**config.mk**
```make
export PLATFORM = sky130hd
export DESIGN_NAME = jk_modcounter
export DESIGN_NICKNAME = d
export VERILOG_FILES = /design/src/rtl/jk_modcounter_pkg.sv /design/src/rtl/jk_cell.sv /design/src/rtl/jk_modcounter.sv
export SDC_FILE = /design/constraint.sdc
export NUM_CORES = 1
export LEC_CHECK = 0
export ABC_AREA = 1
export BUFFER_PORTS_ARGS = -buffer_cell sky130_fd_sc_hd__clkbuf_2
export CORE_AREA = 2 2 39 41
export DETAILED_ROUTE_END_ITERATION = 6
export DIE_AREA = 0 0 41 43
export HOLD_SLACK_MARGIN = 0.03
export PLACE_DENSITY_LB_ADDON = 0.08
export SYNTH_ARGS = -nofsm -noshare
export SYNTH_HDL_FRONTEND = slang
export SYNTH_SLANG_ARGS = --single-unit
```
**constraint.sdc**
```tcl
create_clock -name CLK -period 1.22 [get_ports CLK]
set_input_delay 0.122 -clock CLK [delete_from_list [all_inputs] [get_ports CLK]]
set_output_delay 0.122 -clock CLK [all_outputs]
set_load 0.03 [all_outputs]
```
**src/rtl/jk_modcounter_pkg.sv**
```systemverilog
// Shared definitions for the JK modulo counter slice.
//   mode_e   : MODE input encodings (hold / up / down / parallel load)
//   jk_act_e : {J,K} action codes applied to a single JK cell
//   jk_next  : next state of one JK cell for a given action
package jk_modcounter_pkg;

  typedef enum logic [1:0] {
    JK_HOLD = 2'b00,
    JK_UP   = 2'b01,
    JK_DOWN = 2'b10,
    JK_LOAD = 2'b11
  } mode_e;

  // Encoded as {J,K}.
  typedef enum logic [1:0] {
    JK_ACT_HOLD   = 2'b00,
    JK_ACT_CLEAR  = 2'b01,
    JK_ACT_SET    = 2'b10,
    JK_ACT_TOGGLE = 2'b11
  } jk_act_e;

  function automatic logic jk_next(input logic q, input jk_act_e act);
    logic nq;
    nq = q;
    case (act)
      JK_ACT_HOLD:   nq = q;
      JK_ACT_CLEAR:  nq = 1'b0;
      JK_ACT_SET:    nq = 1'b1;
      JK_ACT_TOGGLE: nq = ~q;
      default:       nq = q;
    endcase
    return nq;
  endfunction

endpackage

```
**src/rtl/jk_cell.sv**
```systemverilog
// Single JK flip-flop cell.
//   CLK   : rising-edge clock
//   RST_N : synchronous active-low reset, loads RV
//   J, K  : 00 hold, 01 clear, 10 set, 11 toggle
//   Q     : registered state
//   QBAR  : ~Q
module jk_cell
  import jk_modcounter_pkg::*;
#(
  parameter logic RV = 1'b0
) (
  input  logic CLK,
  input  logic RST_N,
  input  logic J,
  input  logic K,
  output logic Q,
  output logic QBAR
);

  logic q_r;

  always_ff @(posedge CLK) begin
    if (!RST_N) begin
      q_r <= RV;
    end else begin
      q_r <= jk_next(q_r, jk_act_e'({J, K}));
    end
  end

  assign Q    = q_r;
  assign QBAR = ~q_r;

endmodule

```
**src/rtl/jk_modcounter.sv**
```systemverilog
// Modulo-MODULUS up/down counter built from WIDTH JK cells.
//   CLK   : rising-edge clock
//   RST_N : synchronous active-low reset (Q=RESET_VAL, WRAP=0, ERR=0)
//   EN    : count/load enable, 0 = hold
//   MODE  : 00 hold, 01 up, 10 down, 11 parallel load
//   D     : parallel load data
//   Q     : count value; QBAR = ~Q
//   TC    : terminal count (combinational)
//   WRAP  : one-cycle pulse in the cycle after a wrap
//   ERR   : sticky flag, set by a load with D >= MODULUS
module jk_modcounter
  import jk_modcounter_pkg::*;
#(
  parameter int WIDTH     = 4,
  parameter int MODULUS   = 16,
  parameter int RESET_VAL = 0
) (
  input  logic             CLK,
  input  logic             RST_N,
  input  logic             EN,
  input  logic [1:0]       MODE,
  input  logic [WIDTH-1:0] D,
  output logic [WIDTH-1:0] Q,
  output logic [WIDTH-1:0] QBAR,
  output logic             TC,
  output logic             WRAP,
  output logic             ERR
);

  if (WIDTH < 1 || MODULUS < 2 || longint'(MODULUS) > (longint'(1) << WIDTH) ||
      RESET_VAL < 0 || RESET_VAL >= MODULUS) begin : g_bad_config
    $error("jk_modcounter: illegal WIDTH/MODULUS/RESET_VAL combination");
  end

  localparam logic [WIDTH-1:0] MAX_VAL = WIDTH'(MODULUS - 1);
  localparam logic [WIDTH-1:0] RST_VEC = WIDTH'(RESET_VAL);

  mode_e            mode;
  logic [WIDTH-1:0] q;
  logic [WIDTH-1:0] qbar;
  logic [WIDTH-1:0] j;
  logic [WIDTH-1:0] k;
  logic             run;
  logic             load_err;
  logic             tc;
  logic             wrap_q;
  logic             err_q;

  assign mode = mode_e'(MODE);

  assign tc = EN & (((mode == JK_UP) & (q == MAX_VAL)) |
                    ((mode == JK_DOWN) & (q == '0)));

  // Per-cell J/K selection. Counting uses the ripple-free toggle rule
  // (bit i toggles when all lower bits are 1 for up, 0 for down); wraps
  // and loads drive each cell straight to its target with set/clear.
  always_comb begin
    j        = '0;
    k        = '0;
    run      = 1'b1;
    load_err = 1'b0;
    if (EN) begin
      case (mode)
        JK_UP: begin
          if (q == MAX_VAL) begin
            j = '0;
            k = '1;
          end else begin
            for (int unsigned i = 0; i < WIDTH; i++) begin
              j[i] = run;
              k[i] = run;
              run  = run & q[i];
            end
          end
        end
        JK_DOWN: begin
          if (q == '0) begin
            j = MAX_VAL;
            k = ~MAX_VAL;
          end else begin
            for (int unsigned i = 0; i < WIDTH; i++) begin
              j[i] = run;
              k[i] = run;
              run  = run & ~q[i];
            end
          end
        end
        JK_LOAD: begin
          if (D > MAX_VAL) begin
            j        = MAX_VAL;
            k        = ~MAX_VAL;
            load_err = 1'b1;
          end else begin
            j = D;
            k = ~D;
          end
        end
        default: begin
          j = '0;
          k = '0;
        end
      endcase
    end
  end

  for (genvar gi = 0; gi < WIDTH; gi++) begin : g_cell
    jk_cell #(
      .RV(RST_VEC[gi])
    ) u_cell (
      .CLK  (CLK),
      .RST_N(RST_N),
      .J    (j[gi]),
      .K    (k[gi]),
      .Q    (q[gi]),
      .QBAR (qbar[gi])
    );
  end

  always_ff @(posedge CLK) begin
    if (!RST_N) begin
      wrap_q <= 1'b0;
      err_q  <= 1'b0;
    end else begin
      wrap_q <= tc;
      err_q  <= err_q | load_err;
    end
  end

  assign Q    = q;
  assign QBAR = qbar;
  assign TC   = tc;
  assign WRAP = wrap_q;
  assign ERR  = err_q;

endmodule

```
==> results of run 1 <==
[cells in the final DEF (no fill, tap or decap)]
cell type / netlist / layout
nor2_4: 0 / 3
buf_4: 9 / 15
o21ai_0: 2 / 2
nor2_1: 14 / 11
nand2_2: 2 / 5
nor2_2: 1 / 1
nand4_1: 1 / 1
conb_1: 1 / 1
nor3_2: 1 / 1
clkbuf_2: 0 / 15
a21oi_1: 3 / 3
inv_1: 14 / 10
o22ai_2: 0 / 1
or2_0: 1 / 1
inv_2: 1 / 5
clkbuf_4: 0 / 4
nor3_1: 2 / 2
dfxtp_4: 0 / 3
a21oi_2: 1 / 1
dfxtp_2: 0 / 1
nand3_1: 7 / 7
clkbuf_1: 0 / 1
dfxtp_1: 5 / 1
buf_8: 0 / 1
o21ai_1: 2 / 2
nand2_1: 25 / 22
[where the power goes]
group	internal (mW)	total (mW)	switching [mW]
sequential	0.174	0.188	0.0145
clock	0.124	0.195	0.0708
combinational	0.112	0.268	0.156
total	0.409	0.651	0.241
[kinds of logic (layout without fill, tap and decap cells)]
kind of cell / after synthesis / in the layout / share of synthesized area (%)
compound gates: 9 / 9 / 9.80
flops: 5 / 5 / 19.6
simple gates: 54 / 54 / 45.6
buf+inv: 24 / 51 / 24.3
other cells: 1 / 1 / 0.735
[metrics by stage]
step	utilization, %	setup TNS, ns	setup WS [ns]	instance area (um2)
after floorplan	-	0	0.0430	513
after global placement	45.0	0	0.0119	623
after detailed placement	45.0	-0.00467	-0.00467	623
after CTS	50.6	-0.193	-0.193	701
after global routing	54.1	-0.338	-0.240	748
final	54.1	-0.188	-0.184	748
[per-layer routing]
metal  part of all wire, %  wire [um]  GRT usage (%)
met3                   6.1         93           9.95
met2                    48        728           30.0
met1                    42        643           22.8
met5                     0          0              0
met4                   3.2         49           8.00
[worst max-delay path, cell delays in order (launching register included)]
cell and delay, ns:
dfxtp_4 0.36, nand2_1 0.09, inv_2 0.08, nand2_2 0.06, o22ai_2 0.10, inv_2 0.07, nor2_4 0.13, buf_8 0.13
[timing repair]
item,4_1_cts,5_1_grt
hold buffers,0,0
pin swaps,2,5
resized for setup,11,16
setup buffers,3,2
endpoints found under the setup margin,1,4
[sequential cells by signal (all words and copies together), names as in the netlist]
| name | count |
|---|---|
| WRAP | 1 |
| g_cell.u_cell.Q | 4 |
[final timing paths]
path,startpoint,to,cells after the start
worst min-delay path,D[0],g_cell[0].u_cell.Q,3
worst max register to register,g_cell[1].u_cell.Q,WRAP,8
worst max-delay path,g_cell[1].u_cell.Q,TC,7
worst min register to register,g_cell[1].u_cell.Q,g_cell[1].u_cell.Q,3
[layout make-up]
class / instances / area (um2)
clock buffers: 4 / 26.3
fillers: 150 / 636
inverters: 15 / 56.3
multi-input cells: 64 / 323
flip-flops and latches: 5 / 113
well taps: 16 / 20.0
repair buffers: 32 / 210
==> impl_metrics.toml, run 1 <==
[die]
core_mm2 = 0.00138
initial_core_util_pct = 36.9
die_width_um = 41
rows = 14
die-area_mm2 = 0.00176
die_h_um = 43
ioPinCount = 20

[run_status]
status = "finished with violations"
violations = "setup timing"

[layout]
nets = 130
area_growth_pct = 46.6
drive_above_1_share_pct = 46.7
diodes = 0
finalNonFillerCells = 136

[power]
power_density_mw_per_mm2 = 870
peakVddDrop_mv = 0.558
power.leakage_nw = 0.405
power_mw = 0.651

[clocking]
cts_tree = "yes"
cts_root_buf = "clkbuf_4"
clock_path_buffers = 2
cts.sinks = 5
htree_levels = 1
clk_pin_slew_worst_paths_ns = 0.04
worstSkewPairLatency_ns = 0.24
numCtsBuffers = 3

[timing]
slew_violations = 0
hold_viol = 0
rsz0062_at_grt = "yes"
layout_setup_ws_ns = -0.184
fmax_mhz = 712
setup_viol = 2
fin_hold_ws_ns = 0.0975
finalCriticalPeriod_ns = 1.40
fin_worst_skew_ns = 0.000974
period_share_pct = 115

[logic_synthesis]
yosysWarnings = 0
synthTopCellsByArea = "dfxtp_1 20%, nand2_1 18%, buf_4 13%, inv_1 10%, nor2_1 10%"
synth_area_leader_cell = "dfxtp_1"
synthCells = 93
ys.flop_type = "dfxtp_1"
ys_types = 19
syn-cell-area_um2 = 510
ys_ff_latch = 5
synth-edff-count = 0
synth_commonest_cells = "25 x nand2_1, 14 x inv_1, 14 x nor2_1"
synthMostInstantiatedCell = "nand2_1"
yosysTopAreaCellShare_pct = 19.6
synth-async-reset-ratio_pct = 0
ys_seq_area_share_pct = 19.6
syn_nets = 102
avgSynthCellArea_um2 = 5.49

[routing]
drtAntennaViolNets = 0
drt_pass1_iterations = 4
post_drt_wl_per_cell_um = 11.1
drt_iter0_markers = 9
vias = 643
drcViolationCount = 0
totalWireLength_um = 1510
via_per_inst = 4.73

[run]
drv_cap = 0

[placed_design]
dp_cells = 127
port_buffers = 18
gp_congestion = 0.874
dp_hpwl_um = 1080

[global_route]
antenna_found_initial = 0
grt_use_total_pct = 19.9
grt_pass1_vias = 575
grt_max_degree = 9
grt_pass1_wl_um = 2300
grt_overflow = 0

[critical_path]
endpoint_kind = "output pin"
r2r_setup_slack_ns = 0
worstSetupPathType = "register to output pin"
start_kind = "register"
cp_max_fo = 4
cp.arrival_ns = 1.28
cp_data_required_time_ns = 1.10

[min_path]
hold_class = "input port to register"
Power figures use the tool's default switching activity.
==> inputs of run 2 (changes only) <==
Settings changed: HOLD_SLACK_MARGIN 0.03 to 0.1.
==> impl_metrics.toml, run 2 (synthesis gave the netlist of run 1 again) <==
[routing]
via_per_inst = 4.75
post_drt_wl_per_cell_um = 10.9
drtAntennaViolNets = 0
drt_iter0_markers = 11
drcViolationCount = 0
totalWireLength_um = 1510
wl_met1_um = 640
top_layer = "met4"
wl_met2_um = 712
wl_met3_um = 106
drt_pass1_iterations = 4
vias = 655

[layout]
largest_register_ffs = 4
drive_above_1_share_pct = 46.7
finalNonFillerCells = 138
seqCellArea_um2 = 113
final_cell_mix = "22 x nand2_1, 14 x clkbuf_2, 14 x buf_4"
fin_area_um2 = 767
multiInputGateArea_um2 = 318
nets = 132
layout_commonest_cell = "nand2_1"
area_growth_pct = 50.2
diodes = 0
fillers = 148

[timing]
setup_viol = 2
fmax_mhz = 724
rsz0062_at_grt = "yes"
fin_worst_skew_ns = 0.00339
hold_viol = 0
layout_setup_ws_ns = -0.161
period_share_pct = 113
fin_hold_ws_ns = 0.128
finalCriticalPeriod_ns = 1.38
slew_violations = 0

[critical_path]
crit_slowest_cell = "dfxtp_4"
critPathLaunch = "g_cell[1].u_cell.Q"
worstSetupPathType = "register to output pin"
endpoint_kind = "output pin"
cp.arrival_ns = 1.26
cp_max_fo = 4
start_kind = "register"
crit_path_frequent_cell = "inv_2"
cp_data_required_time_ns = 1.10
r2r_start = "g_cell[1].u_cell.Q"
critPathMaxStageDelay_ns = 0.36
path_cells = "nand2_1, inv_2, nand2_2, o22ai_2, inv_2, nor2_2, clkbuf_8"

[global_route]
grt_pass1_wl_um = 2350
grt_pass1_vias = 591
grt_use_total_pct = 20.2
grt_max_degree = 9
antenna_found_initial = 0
grt_overflow = 0

[die]
core_mm2 = 0.00138
initial_core_util_pct = 36.9
ioPinCount = 20
rows = 14
die-area_mm2 = 0.00176
die_h_um = 43
die_width_um = 41

[power]
power.leakage_nw = 0.416
power_mw = 0.662
power_density_mw_per_mm2 = 863
peakVddDrop_mv = 0.571

[clocking]
cts.sinks = 5
worstSkewPairLatency_ns = 0.25
cts_tree = "yes"
htree_levels = 1
numCtsBuffers = 3
cts_root_buf = "clkbuf_4"
clk_pin_slew_worst_paths_ns = 0.05
clock_path_buffers = 2

[placed_design]
placed_cell_area_um2 = 623
dp_cells = 127
port_buffers = 18
gp_congestion = 0.874
dp_hpwl_um = 1080

[min_path]
min-delay-start = "RST_N"
hold_class = "input port to register"

[run]
drv_cap = 0

[run_status]
status = "finished with violations"
violations = "setup timing"
==> run 2: worst paths after layout <==
check,to,slack (ns),cells past startpoint
max,TC,-0.16,7
min,g_cell[0].u_cell.Q,0.13,3
max reg2reg,WRAP,-0.07,9
min reg2reg,g_cell[1].u_cell.Q,0.65,3
==> run 2: area by class of cell <==
cell class | count | area share, %
Sequential cell | 5 | 14.7
Clock buffer | 4 | 3.43
Tap cell | 16 | 2.61
Inverter | 15 | 7.34
Timing Repair Buffer | 34 | 30.5
Multi-Input combinational cell | 64 | 41.4
==> run 2: what timing repair did <==
action / CTS / global route
resized for setup: 11 / 17
hold buffers: 1 / 0
endpoints found under the setup margin: 1 / 4
hold endpoints to repair: 1 / 0
pin swaps: 2 / 4
buffers inserted: 3 / 4
==> run 2: worst max-delay path, delay by kind of cell, from the launching register on <==
kind	cells	cell delay, ns
AO/OA/AOI/OAI	1	0.11
buffers and inverters	3	0.31
flip-flops	1	0.36
AND/OR/NAND/NOR	3	0.22
==> run 2: layer usage <==
metal / global-route usage [%] / up-vias
met5: 0 / -
met4: 9.33 / 0
met3: 9.95 / 6
met2: 29.4 / 29
met1: 23.8 / 285
li1: - / 335
==> run 2: stage by stage <==
stage,TNS [ns],utilization (%),setup WS [ns]
floorplan,0,-,0.0430
global placement,0,45.0,0.0119
detailed placement,-0.00467,45.0,-0.00467
CTS,-0.193,51.4,-0.193
global route,-0.366,55.4,-0.215
finish,-0.232,55.4,-0.161
==> run 2: power breakdown <==
group	total, mW	internal [mW]	switching, mW
registers	0.187	0.174	0.0137
logic	0.276	0.118	0.157
clock network	0.199	0.124	0.0750
==> inputs of run 3 (changes only) <==
Settings changed: CTS_BUF_LIST set to sky130_fd_sc_hd__clkbuf_8, GPL_TIMING_DRIVEN set to 0.
Clock period 1.22 ns to 1.3 ns, I/O delays scaled along.
==> impl_metrics.toml, run 3 (synthesis gave the netlist of run 1 again) <==
[run_status]
status = "finished with violations"
violations = "setup timing"

[critical_path]
r2r_setup_slack_ns = 0.10
worst-r2r-cell-count = 9
r2r_start = "g_cell[2].u_cell.Q"
critPathTopFamily = "flip-flops"
worstSetupPathType = "register to output pin"
crit_slowest_cell = "dfxtp_4"
cp_data_required_time_ns = 1.17
start_kind = "register"
cp.arrival_ns = 1.25
cp_max_fo = 4
path_buf_inv = 2
path_cells = "nor2_4, nand2_2, o22ai_2, inv_2, nor2_2, clkbuf_8"
endpoint_kind = "output pin"
r2r_end = "g_cell[1].u_cell.Q"
critPathMaxStageDelay_ns = 0.35

[power]
peakVddDrop_mv = 0.536
power_density_mw_per_mm2 = 917
power.leakage_nw = 0.435

[placed_design]
port_buffers = 18
dp_hpwl_um = 1010
gp_congestion = 0.905

[global_route]
grt_use_total_pct = 21.1
antenna_found_initial = 0
grt_pass1_vias = 604
grt_pass1_wl_um = 2480
grt_max_degree = 9
grt_overflow = 0

[min_path]
whs_path_depth = 3
min-delay-start = "D[0]"
hold_end = "g_cell[0].u_cell.Q"
hold_class = "input port to register"

[timing]
fin_hold_ws_ns = 0.126
setup_viol = 1
fmax_mhz = 724
finalCriticalPeriod_ns = 1.38
setup_tns_ns = -0.0809
fin_worst_skew_ns = 0.00187
layout_setup_ws_ns = -0.0809
period_share_pct = 106
hold_viol = 0
slew_violations = 0
rsz0062_at_grt = "yes"

[routing]
drcViolationCount = 0
drtAntennaViolNets = 0
post_drt_wl_per_cell_um = 10.3
via_per_inst = 4.74
drt_pass1_iterations = 4
drt_iter0_markers = 15
vias = 664
totalWireLength_um = 1440

[die]
die-area_mm2 = 0.00176
ioPinCount = 20
rows = 14
die_h_um = 43
die_width_um = 41
initial_core_util_pct = 36.9
core_mm2 = 0.00138

[layout]
largest_register_ffs = 4
nets = 134
layout_commonest_cell = "nand2_1"
drive_above_1_share_pct = 47.6
area_growth_pct = 54.4
final_cell_mix = "22 x nand2_1, 18 x buf_4, 15 x clkbuf_2"
diodes = 0

[clocking]
clock_path_buffers = 2
cts.sinks = 5
cts_tree = "yes"
htree_levels = 1
numCtsBuffers = 3
clk_pin_slew_worst_paths_ns = 0.04
worstSkewPairLatency_ns = 0.23
cts_root_buf = "clkbuf_8"

[run]
drv_cap = 0
==> run 3: cell types whose count changed in the layout (fill, tap and decap cells not counted), moves of 2 or more <==
cell and delta:
buf_6 -2, clkbuf_4 -4, inv_1 +2, clkbuf_8 +3
buf_4 +4
==> run 3: worst max path at each step <==
stage,startpoint,endpoint,slack [ns],cells past startpoint
final,g_cell[2].u_cell.Q,TC,-0.08,6
after global routing,g_cell[2].u_cell.Q,TC,-0.14,6
after CTS,g_cell[2].u_cell.Q,TC,-0.07,7
after detailed placement,g_cell[1].u_cell.Q,TC,-0.03,7
after global placement,g_cell[3].u_cell.Q,TC,-0.03,7
after floorplan,g_cell[1].u_cell.Q,TC,0.12,5
==> run 3: area by class of cell <==
cell class / count / area, um2
fill: 144 / 596
multi-input combinational: 64 / 318
timing repair buffer: 27 / 166
sequential: 5 / 115
buffer: 9 / 67.6
inverter: 15 / 56.3
clock buffer: 3 / 41.3
tap: 16 / 20.0
clock inverter: 1 / 3.75
==> run 3: routing by layer <==
| metal | vias up | GRT usage [%] | wire length [um] |
|---|---|---|---|
| met1 | 302 | 24.7 | 576 |
| met2 | 22 | 33.1 | 741 |
| met4 | 0 | 8.00 | 22 |
| met5 | - | 0 | 0 |
| met3 | 3 | 7.85 | 100 |
| li1 | 337 | - | - |
==> run 3: tightest hold or removal path: stages <==
cell and delay [ns]:
clkbuf_2 0.08, nand2_1 0.05, a21oi_1 0.05
==> run 3: what timing repair did <==
action                                  CTS  global route
setup buffers                             6             3
hold buffers                              0             0
pin swaps                                 5             5
resized for setup                        20             3
endpoints found under the setup margin    1             3
cloned                                    0             0
==> run 3: report_power, final <==
part           switching [mW]  internal, mW  leakage, nW
logic                   0.145         0.113        0.365
registers              0.0134         0.162       0.0437
clock network          0.0856         0.203       0.0269
==> run 3: stage by stage <==
stage                     std cells  setup WS (ns)  instance area (um2)  total power [mW]  util (%)
after floorplan                  93          0.115                  513             0.324         -
after global placement          127        -0.0340                  623             0.378      45.0
after detailed placement        127        -0.0331                  623             0.378      45.0
after CTS                       137        -0.0663                  763             0.716      55.2
after global routing            140         -0.137                  788             0.768      57.0
final                           140        -0.0809                  788             0.723      57.0
